### config.mk
export PLATFORM = sky130hd
export DESIGN_NAME = game_sequencer
export DESIGN_NICKNAME = d
export VERILOG_FILES = /design/src/rtl/game_pkg.sv /design/src/rtl/bcd_counter_2d.sv /design/src/rtl/game_sequencer.sv
export SDC_FILE = /design/constraint.sdc
export NUM_CORES = 1
export LEC_CHECK = 0
export BUFFER_PORTS_ARGS = -buffer_cell sky130_fd_sc_hd__buf_2
export CAP_MARGIN = 5
export CORE_AREA = 2 2 55 57
export CTS_CLUSTER_DIAMETER = 50
export DETAILED_ROUTE_END_ITERATION = 10
export DIE_AREA = 0 0 57 59
export GPL_TIMING_DRIVEN = 0
export PLACE_DENSITY = 0.81
export RECOVER_POWER = 100
export SYNTH_ARGS = -nofsm -noshare
export SYNTH_HDL_FRONTEND = slang
export SYNTH_SLANG_ARGS = --single-unit
### constraint.sdc
create_clock -name clk -period 2.1 [get_ports clk]
set_input_delay 0.42 -clock clk [delete_from_list [all_inputs] [get_ports clk]]
set_output_delay 0.42 -clock clk [all_outputs]
set_load 0.01 [all_outputs]
### src/rtl/game_pkg.sv
// Shared types and constants for the pinball game flow controller.
// The BCD helper is also used by the hex display path.
package game_pkg;

  typedef enum logic [2:0] {
    ST_IDLE      = 3'd0,
    ST_SERVE     = 3'd1,
    ST_PLAY      = 3'd2,
    ST_BALL_LOST = 3'd3,
    ST_GAME_OVER = 3'd4
  } game_state_t;

  localparam logic [7:0] BCD_MAX = 8'h99;

  localparam int DEF_LIVES        = 3;
  localparam int DEF_SERVE_FRAMES = 60;
  localparam int DEF_LOST_FRAMES  = 90;

  // Two-digit BCD increment that sticks at 99.
  function automatic logic [7:0] bcd_inc_sat(input logic [7:0] v);
    logic [7:0] r;
    if (v == BCD_MAX)          r = v;
    else if (v[3:0] == 4'd9)   r = {v[7:4] + 4'd1, 4'd0};
    else                       r = {v[7:4], v[3:0] + 4'd1};
    return r;
  endfunction

endpackage

### src/rtl/bcd_counter_2d.sv
// Two-digit BCD counter with synchronous clear (priority) and enable,
// saturating at 99.
module bcd_counter_2d
  import game_pkg::*;
(
  input  logic       clk,
  input  logic       rst,
  input  logic       en_i,
  input  logic       clr_i,
  output logic [7:0] q_o
);

  logic [7:0] q_q, q_d;

  always_comb begin
    q_d = q_q;
    if (clr_i)     q_d = '0;
    else if (en_i) q_d = bcd_inc_sat(q_q);
  end

  always_ff @(posedge clk or posedge rst) begin
    if (rst) q_q <= '0;
    else     q_q <= q_d;
  end

  assign q_o = q_q;

endmodule

### src/rtl/game_sequencer.sv
// Pinball game flow: serve / play / ball-lost / game-over sequencing,
// per-frame hit and drain detection, BCD score and lives.
module game_sequencer
  import game_pkg::*;
#(
  parameter int LIVES        = DEF_LIVES,
  parameter int SERVE_FRAMES = DEF_SERVE_FRAMES,
  parameter int LOST_FRAMES  = DEF_LOST_FRAMES
) (
  input  logic       clk,
  input  logic       reset,
  input  logic       startOfFrame,
  input  logic       collisionSmileyFlipper,
  input  logic       ballLost,
  input  logic       launchIsPressed,
  output logic [2:0] gameState,
  output logic       motionEnable,
  output logic       ballRespawn,
  output logic [7:0] scoreBcd,
  output logic [1:0] livesLeft,
  output logic       gameOver
);

  localparam int CNT_MAX = (SERVE_FRAMES > LOST_FRAMES) ? SERVE_FRAMES : LOST_FRAMES;
  localparam int CW      = $clog2(CNT_MAX + 1);
  localparam logic [CW-1:0] SERVE_LAST = CW'(SERVE_FRAMES - 1);
  localparam logic [CW-1:0] LOST_LAST  = CW'(LOST_FRAMES - 1);
  localparam logic [1:0]    LIVES_INIT = 2'(LIVES);

  game_state_t   state_q, state_d;
  logic [CW-1:0] frame_cnt_q, frame_cnt_d;
  logic [1:0]    lives_q, lives_d;
  logic          hit_f_q, lost_f_q, hit_prev_q;
  logic          launch_prev_q, launch_armed_q;
  logic          motion_q, respawn_q, respawn_d, game_over_q;
  logic          hit_now, lost_now, new_hit, press, score_inc, score_clr;

  assign hit_now  = hit_f_q | collisionSmileyFlipper;
  assign lost_now = lost_f_q | ballLost;
  assign new_hit  = hit_now & ~hit_prev_q;
  // A key already held when reset releases must be let go before it counts.
  assign press    = launchIsPressed & ~launch_prev_q & launch_armed_q;

  always_comb begin
    state_d     = state_q;
    frame_cnt_d = startOfFrame ? frame_cnt_q + 1'b1 : frame_cnt_q;
    lives_d     = lives_q;
    respawn_d   = 1'b0;
    score_inc   = 1'b0;
    score_clr   = 1'b0;
    case (state_q)
      ST_IDLE: begin
        lives_d   = LIVES_INIT;
        score_clr = 1'b1;
        if (press) begin
          state_d   = ST_SERVE;
          respawn_d = 1'b1;
        end
      end
      ST_SERVE: begin
        if (startOfFrame && frame_cnt_q == SERVE_LAST) state_d = ST_PLAY;
      end
      ST_PLAY: begin
        if (startOfFrame) begin
          if (lost_now) begin
            lives_d = lives_q - 2'd1;
            state_d = (lives_q == 2'd1) ? ST_GAME_OVER : ST_BALL_LOST;
          end else if (new_hit) begin
            score_inc = 1'b1;
          end
        end
      end
      ST_BALL_LOST: begin
        if (startOfFrame && frame_cnt_q == LOST_LAST) begin
          state_d   = ST_SERVE;
          respawn_d = 1'b1;
        end
      end
      ST_GAME_OVER: begin
        if (press) begin
          state_d   = ST_SERVE;
          lives_d   = LIVES_INIT;
          score_clr = 1'b1;
          respawn_d = 1'b1;
        end
      end
      default: state_d = ST_IDLE;
    endcase
    if (state_d != state_q) frame_cnt_d = '0;
  end

  always_ff @(posedge clk or posedge reset) begin
    if (reset) begin
      state_q        <= ST_IDLE;
      frame_cnt_q    <= '0;
      lives_q        <= LIVES_INIT;
      hit_f_q        <= 1'b0;
      lost_f_q       <= 1'b0;
      hit_prev_q     <= 1'b0;
      launch_prev_q  <= 1'b0;
      launch_armed_q <= 1'b0;
      motion_q       <= 1'b0;
      respawn_q      <= 1'b0;
      game_over_q    <= 1'b0;
    end else begin
      state_q       <= state_d;
      frame_cnt_q   <= frame_cnt_d;
      lives_q       <= lives_d;
      launch_prev_q <= launchIsPressed;
      if (!launchIsPressed) launch_armed_q <= 1'b1;
      // Inputs on the frame-boundary cycle belong to the frame that is ending.
      if (startOfFrame) begin
        hit_f_q    <= 1'b0;
        lost_f_q   <= 1'b0;
        hit_prev_q <= hit_now;
      end else begin
        hit_f_q    <= hit_now;
        lost_f_q   <= lost_now;
      end
      motion_q    <= (state_d == ST_PLAY);
      respawn_q   <= respawn_d;
      game_over_q <= (state_d == ST_GAME_OVER);
    end
  end

  bcd_counter_2d u_score (
    .clk   (clk),
    .rst   (reset),
    .en_i  (score_inc),
    .clr_i (score_clr),
    .q_o   (scoreBcd)
  );

  assign gameState    = state_q;
  assign motionEnable = motion_q;
  assign ballRespawn  = respawn_q;
  assign livesLeft    = lives_q;
  assign gameOver     = game_over_q;

endmodule

Word-level counts from Yosys, hierarchy flattened
Cells that the tools add are included.
{ "word_totals": {"word_cells": 78, "register_bits": 28, "inputBits": 6, "out_inout_bits": 16} }
{ "classes": {"n_reduce_logical": 11, "add_sub_neg": 4, "bitwise_logic": 7, "n_mux": 27, "eq_ne": 16} }
{ "op_table": {"columns": ["cell", "count"], "rows": [
  ["8-bit two-way mux", 4],
  ["3-bit two-way mux", 6],
  ["7-bit two-way mux", 2],
  ["3-bit one-hot mux with 4 select lines", 1],
  ["3-bit by 2-bit == test with 1-bit output, second input constant", 3],
  ["4-bit by 1-bit adder with 4-bit output, second input constant", 2],
  ["8-bit == test, second input constant", 1],
  ["1-bit two-way mux", 8],
  ["2-bit inequality test, second input constant", 4],
  ["7-bit by 1-bit adder with 7-bit output, second input constant", 1],
  ["7-bit by 6-bit == test with 1-bit output, second input constant", 1],
  ["7-bit == test, second input constant", 1],
  ["3-bit == test, second input constant", 2],
  ["2-bit two-way mux", 3],
  ["2-bit one-hot mux with 3 select lines", 1],
  ["2-bit nonzero test", 3],
  ["4-bit == test, second input constant", 1],
  ["1-bit one-hot mux with 2 select lines", 2],
  ["4-bit AND reduction", 1],
  ["1-bit AND", 3],
  ["3-bit by 1-bit == test with 1-bit output, second input constant", 1],
  ["3-bit zero test", 1],
  ["3-bit inequality test", 1],
  ["3-bit AND reduction", 1],
  ["8 further kinds", 11]
]} }

Longest topological paths before layout
Gate-level depths: netlist of run 1.
{ "logic_depth": {"word_depth": 8, "ltp_mapped": 6, "depth_no_buf": 6} }

Cells and area by module
A second synthesis of run 1 with hierarchy kept.
{ "unflattened": {"hier_cells": 155, "area_unflattened_um2": 1584.0} }
{ "by_module_without_submodules": {"columns": ["mod", "area_per_inst_um2", "cells_each", "instances"], "rows": [
  ["game_sequencer", 1094.8, 105, 1],
  ["bcd_counter_2d", 489.2, 50, 1]
]} }

Least setup slack after synthesis of run 1
No wires, ideal clock.
{ "synth_path": {"path_type": "reg-to-reg", "start": "register state_q[0] (netlist: gameState[0])", "end": "register u_score.q_q[4] (netlist: u_score.q_o[4])", "slack_ns": 0.488, "arrival_time_ns": 1.533, "synth_period_minus_slack_ns": 1.612, "setup_ns": 0.080, "stages_incl_launch_ff": 7, "n_path_buf": 2, "cell_sequence": "dfrtp_1 -> buf_6 -> and4bb_1 -> nand4bb_1 -> buf_2 -> or3_1 -> a21oi_1"} }
{ "synth_via": {"elab_chain_len": 4, "elab_cells_between_ends": 10} }
{ "synth_rtl": {"columns": ["item", "line_no", "source"], "rows": [
  ["from (decl)", "game_sequencer.sv:30", "game_state_t state_q, state_d;"],
  ["from (signal assigned)", "game_sequencer.sv:106", "state_q <= state_d;"],
  ["3-bit == test (tied with other cells)", "game_sequencer.sv:51", "case (state_q)"],
  ["1-bit one-hot mux with 2 select lines / 1-bit two-way mux (equally long branches)", "game_sequencer.sv:51", null],
  ["2-bit inequality test (no source line) / 2-bit nonzero test (equally long branches)", null, null],
  ["3-bit AND reduction (no source line)", null, null],
  ["to (signal assigned)", "bcd_counter_2d.sv:23", "else q_q <= q_d;"],
  ["to (decl)", "bcd_counter_2d.sv:13", "logic [7:0] q_q, q_d;"]
]} }
Parallel ways exist; a longest one is shown, timed or not.
A chain may end at the register's enable or synchronous reset.

Worst setup path in the final report of run 1
{ "layout_path": {"start": "register frame_cnt_q[1]", "end": "register frame_cnt_q[1]"} }
{ "layout_via": {"elab_chain_len": 6, "elab_cells_between_ends": 12} }
{ "layout_rtl": {"columns": ["item", "line_no", "source"], "rows": [
  ["from (decl)", "game_sequencer.sv:31", "logic [CW-1:0] frame_cnt_q, frame_cnt_d;"],
  ["from (signal assigned)", "game_sequencer.sv:107", "frame_cnt_q <= frame_cnt_d;"],
  ["7-bit == test / 7-bit by 6-bit == test with 1-bit output (equally long branches)", "game_sequencer.sv:74, game_sequencer.sv:61", null],
  ["1-bit logical AND (on tied branches)", "game_sequencer.sv:74, game_sequencer.sv:61", null],
  ["3-bit two-way mux (on tied branches)", "game_sequencer.sv:74, game_sequencer.sv:61", null],
  ["3-bit one-hot mux with 4 select lines", "game_sequencer.sv:51", null],
  ["3-bit inequality test", "game_sequencer.sv:89", "if (state_d != state_q) frame_cnt_d = '0;"],
  ["7-bit two-way mux / 2-bit nonzero test (equally long branches)", null, null]
]} }
Parallel ways exist; a longest one is shown, timed or not. The select of a mux whose other input is x is not followed.

==> impl_metrics.yaml, run 1 <==
clocking:
  cts-root-buf: "clkbuf_4"
  hold_buffers: 0
  clkLatencyLatePin_ps: 330
  cts-resized-gates: 0
  htreeDepth: 1
  path_clk_slew_ps: 150
  post-cts-setup-buffers: 0
  cts_buffer_depth: 2
  cts_sinks: 28
  cts_tree: "yes"
  cts_buffers: 3
sta:
  slew_violations: 0
  timing.final.crit_share_pct: 88.6
  tns_ps: 0
  period_needed_ps: 1860
  whs_ps: 235
  setup_violations: 0
  finClkSkew_ps: 15.1
  rsz0062_at_grt: "no"
  relSlewSlack_pct: 30.3
  timing.final.ws_setup_ps: 239
  tightest_slew_ps: 1040
  hold_violations: 0
  max_freq_mhz: 537
routing:
  drc: 0
  vias: 1232
  via_per_inst: 5.95
  firstDrtPassIters: 4
  drt_iter0_drc: 44
  drt-total-wl_mm: 2.96
  drt-wirelength-per-cell_um: 14.3
  ant_nets: 0
synthesis:
  synthArstFlopShare_pct: 100
  syn_area_sq_um: 1490
  synth_edf_count: 0
  ys_ff_latch: 28
  synth_top_area_share_pct: 43.6
  yosysSeqAreaShare_pct: 47.1
  yosysWarnings: 0
  yosysUniqueCellTypes: 44
  synth_ff_type: "dfrtp_1"
  synth_nets: 162
  synth_top_cell_by_area: "dfrtp_1"
  synth_cells: 151
  avgSynthCellArea_sq_um: 9.89
  netlist_top_cells_area: "dfrtp_1, ha_1, nor2_1"
critical_path:
  path_cells: "inv_1 -> ha_1 -> nand4b_1 -> or3_1 -> a31oi_1 -> a2111oi_0"
  arrival_ps: 2060
  worst_path_max_delay_cell: "a31oi_1"
  r2r_end: "frame_cnt_q[1]"
  worstSetupPathType: "reg -> reg"
  rr_worst_depth: 6
  path_buf_inv: 1
  r2r_start: "frame_cnt_q[1]"
  r2r_setup_slack_ps: 240
  required_ps: 2300
  cp-end-kind: "flip-flop"
  crit_family: "compound AO/OA/AOI/OAI gates"
  crit_path_start_kind: "flip-flop"
  path_max_fanout: 6
  slowest_delay_ps: 480
finish:
  antenna_cells: 0
  multi_input_area_sq_um: 722
  final_nets: 188
  final_common_cell: "dfrtp_1"
  area_growth_syn_to_layout_pct: 9.38
  final_core_util_pct: 60.3
  ff_latch_area_sq_um: 703
  drive_above_1_share_pct: 6.82
  fin_cells: 207
  layout_common_cells: "dfrtp_1, clkbuf_1, nor2_1"
  fillers: 247
pwr:
  power_density_nw_per_um2: 753
  ir_worst_vdd_v: 0.000514
  power_leakage_nw: 0.661
global_routing:
  gr-total-overflow: 0
  grt_pass1_vias: 1123
  grt_max_degree: 29
  grt_pass1_wl_mm: 4.87
  grt_antenna_before_repair: 0
  grt.total_usage_pct: 18.6
floorplanning:
  start_util_pct: 55.1
  die_width_um: 57
  ios: 22
  rows: 19
  die_area_sq_um: 3360
  coreArea_sq_um: 2710
  die_height_um: 59
hold_path:
  hp-class: "in -> reg"
  hold-path-endpoint: "launch_prev_q"
  hold_path_depth: 1
  hp-start: "launchIsPressed"
placement:
  io_buffer_count: 21
  placed_cells: 203
  routabilityCongestion: 0.890
  dp_slack_ps: 224
  dp_hpwl_mm: 2.11
flow_run:
  max-cap-violations: 0
status:
  outcome: "finished, final reports clean"
-- report_power, final --
part	switching, mW	internal (mW)	total (mW)
registers	0.0644	0.601	0.666
clock network	0.154	0.0744	0.229
logic	0.207	0.129	0.336
total	0.426	0.804	1.23
-- area by class of cell --
cell class	count	area share [%]
multi-input combinational	109	44.2
sequential	28	43.0
timing repair buffer	21	5.13
tap	31	2.37
buffer	6	1.84
inverter	8	1.84
clock buffer	4	1.61
-- registers in the layout, indices dropped and copies added, names as in the netlist --
register and count:
hit_f_q 1, launch_prev_q 1, u_score.q_o 8, ballRespawn 1
gameState 3, frame_cnt_q 7, gameOver 1, launch_armed_q 1
livesLeft 2, hit_prev_q 1, lost_f_q 1, motionEnable 1
-- how the worst max path moves through the flow --
stage / startpoint / cells past startpoint / endpoint / slack [ps]
after floorplan: gameState[0] / 6 / u_score.q_o[4] / 490
after global placement: frame_cnt_q[1] / 6 / frame_cnt_q[0] / 310
after detailed placement: frame_cnt_q[1] / 6 / frame_cnt_q[2] / 220
after CTS: frame_cnt_q[1] / 6 / frame_cnt_q[2] / 200
after global routing: frame_cnt_q[1] / 6 / frame_cnt_q[1] / 80
final: frame_cnt_q[1] / 6 / frame_cnt_q[1] / 240
-- cells in the mapped netlist, types with 4 or more instances --
cell / n
dfrtp_1: 26
nor2_1: 15
a21oi_1: 9
inv_1: 8
nor3_1: 8
o21ai_0: 7
nand2_1: 6
a31oi_1: 5
ha_1: 5
nand4_1: 4
o21a_1: 4
or3_1: 4
xor2_1: 4
-- logic make-up after synthesis --
family,Yosys count,synth area share (%)
flops,28,47.1
buf+inv,14,4.19
fa+ha+maj,5,4.19
xor+xnor,6,3.52
simple gates,58,22.9
compound gates,40,18.2
-- routing by layer --
metal / GRT usage [%] / wire length, um / up-vias
met5: 0 / 0 / -
met4: 6.64 / 31 / 0
met3: 1.97 / 124 / 4
met2: 30.9 / 1400 / 37
met1: 25.7 / 1400 / 585
li1: - / - / 606
-- stage by stage --
| step | total power, mW | area (sq um) |
|---|---|---|
| after CTS | 1.26 | 1660 |
| after global routing | 1.31 | 1630 |
| after detailed placement | 1.04 | 1640 |
| final | 1.23 | 1630 |
| after global placement | 1.02 | 1640 |
| after floorplan | 0.942 | 1490 |
No activity file was read; power rests on OpenSTA's default activity.
==> run 2, diff against run 1 <==
--- a/config.mk
+++ b/config.mk
@@ -7,12 +7,12 @@
 export LEC_CHECK = 0
 export BUFFER_PORTS_ARGS = -buffer_cell sky130_fd_sc_hd__buf_2
 export CAP_MARGIN = 5
-export CORE_AREA = 2 2 55 57
+export CORE_AREA = 2 2 43 74
 export CTS_CLUSTER_DIAMETER = 50
 export DETAILED_ROUTE_END_ITERATION = 10
-export DIE_AREA = 0 0 57 59
+export DIE_AREA = 0 0 45 76
 export GPL_TIMING_DRIVEN = 0
-export PLACE_DENSITY = 0.81
+export PLACE_DENSITY = 0.8
 export RECOVER_POWER = 100
 export SYNTH_ARGS = -nofsm -noshare
 export SYNTH_HDL_FRONTEND = slang
==> constraint.sdc (replaced) <==
create_clock -name clk -period 2.1 [get_ports clk]
set_input_delay 0 -clock clk [delete_from_list [all_inputs] [get_ports clk]]
set_output_delay 0 -clock clk [all_outputs]
set_load 0.01 [all_outputs]
==> impl_metrics.yaml, run 2 (same netlist as run 1, synthesis figures left out) <==
placement:
  dp_hpwl_mm: 2.26
  routabilityCongestion: 0.815
  io_buffer_count: 21
routing:
  highest_layer: "met4"
  drc: 0
  drt-total-wl_mm: 3.09
  wl_met3_um: 78
  drt-met1-wl_mm: 1.23
  drt-wirelength-per-cell_um: 14.9
  drt_iter0_drc: 29
  firstDrtPassIters: 4
  wl_met2_mm: 1.76
  ant_nets: 0
  vias: 1267
  via_per_inst: 6.12
critical_path:
  crit_path_start_kind: "flip-flop"
  r2r_setup_slack_ps: 240
  path_max_fanout: 10
  startpoint: "gameState[0]"
  r2r_end: "u_score.q_o[3]"
  path_buf_inv: 2
  arrival_ps: 2000
  worst_path_max_delay_cell: "dfrtp_1"
  setup.worst_path.end: "u_score.q_o[3]"
  worstSetupPathType: "reg -> reg"
  r2r_start: "gameState[0]"
  critical_path_depth: 6
  path_cells: "clkbuf_1 -> and4bb_1 -> nand4bb_1 -> buf_2 -> o311ai_0 -> o21ai_0"
  slowest_delay_ps: 380
  cp-end-kind: "flip-flop"
  rr_worst_depth: 6
  required_ps: 2240
  crit_family: "compound AO/OA/AOI/OAI gates"
pwr:
  comb_power_share_pct: 26.1
  power_density_nw_per_um2: 773
  p_int_mw: 0.872
  clkPwrFrac_pct: 22.3
  ir_worst_vdd_v: 0.000585
  power_leakage_nw: 0.679
  switchingPower_mw: 0.421
  seqPwrFrac_pct: 51.5
  switching_share_pct: 32.5
clocking:
  cts_tree: "yes"
  clkLatencyLatePin_ps: 270
  cts-resized-gates: 0
  htreeDepth: 1
  cts-root-buf: "clkbuf_8"
  cts_buffer_depth: 2
  hold_buffers: 3
  cts_buffers: 3
  post-cts-setup-buffers: 0
  cts_sinks: 28
  path_clk_slew_ps: 90
finish:
  fillers: 259
  final_core_util_pct: 58.5
  final_common_cell: "dfrtp_1"
  drive_above_1_share_pct: 7.82
  ff_latch_area_sq_um: 703
  largest_reg_flops: 8
  final_nets: 191
  multi_input_area_sq_um: 722
  antenna_cells: 0
  area_growth_syn_to_layout_pct: 12.1
  layout_common_cells: "dfrtp_1, clkbuf_1, nor2_1"
sta:
  relSlewSlack_pct: 31.5
  rsz0062_at_grt: "no"
  period_needed_ps: 1860
  tns_ps: 0
  timing.final.crit_share_pct: 88.5
  setup_violations: 0
  max_freq_mhz: 538
  tightest_slew_ps: 1030
  slew_violations: 0
  whs_ps: -42.5
  hold_violations: 26
  finClkSkew_ps: 7.75
floorplanning:
  rows: 26
  die_height_um: 76
  die_area_sq_um: 3420
  start_util_pct: 52.2
  ios: 22
  coreArea_sq_um: 2860
  die_width_um: 45
global_routing:
  grt_antenna_before_repair: 0
  grt.total_usage_pct: 20.1
  gr-total-overflow: 0
  grt_max_degree: 29
  grt_pass1_vias: 1302
  grt_pass1_wl_mm: 5.46
status:
  outcome: "complete, but fails checks"
  failed_checks: "hold timing"
flow_run:
  max-cap-violations: 0
hold_path:
  hp-class: "in -> async"
[run 2: power by group through the flow]
| stage | Combinational (mW) | Clock, mW | Sequential, mW |
|---|---|---|---|
| after floorplan | 0.271 | 0 | 0.671 |
| after global placement | 0.342 | 0 | 0.673 |
| after detailed placement | 0.359 | 0 | 0.677 |
| after CTS | 0.368 | 0.301 | 0.668 |
| after global routing | 0.385 | 0.319 | 0.673 |
| final | 0.338 | 0.289 | 0.667 |
[run 2: how the worst min path moves through the flow]
stage | to | cells past startpoint | from | slack (ps)
floorplan | launch_prev_q | 0 | launchIsPressed | 30
global placement | launch_prev_q | 1 | launchIsPressed | 140
detailed placement | launch_prev_q | 1 | launchIsPressed | 140
CTS | frame_cnt_q[1] | 2 | reset | 10
global route | u_score.q_o[2] | 2 | reset | 50
finish | u_score.q_o[2] | 2 | reset | -40
[run 2: layout make-up]
type	instances	share of cell area, %
Multi-Input combinational cell	109	43.1
Sequential cell	28	42.0
Timing Repair Buffer	24	6.80
Clock buffer	4	2.69
Tap cell	28	2.09
Inverter	8	1.79
Buffer	6	1.49
[run 2: metrics by stage]
stage          hold WS, ps  setup WS [ps]  power [mW]  cell area (sq um)  instances
5_1_grt               54.9           88.5        1.38               1670        207
4_1_cts               11.4            184        1.34               1710        207
6_report             -42.5            241        1.29               1670        207
2_1_floorplan         31.4            488       0.942               1490        151
3_3_place_gp           135            307        1.02               1630        200
3_5_place_dp           141            214        1.04               1630        200
[run 2: worst register-to-register path: stages (launching register included)]
cell	delay (ps)
dfrtp_1	380
clkbuf_1	180
and4bb_1	320
nand4bb_1	150
buf_2	210
o311ai_0	350
o21ai_0	150
[run 2: routing by layer]
metal	track usage, %	vias up
li1	-	609
met1	22.7	623
met2	37.1	31
met3	2.13	4
met4	5.88	0
met5	0	-
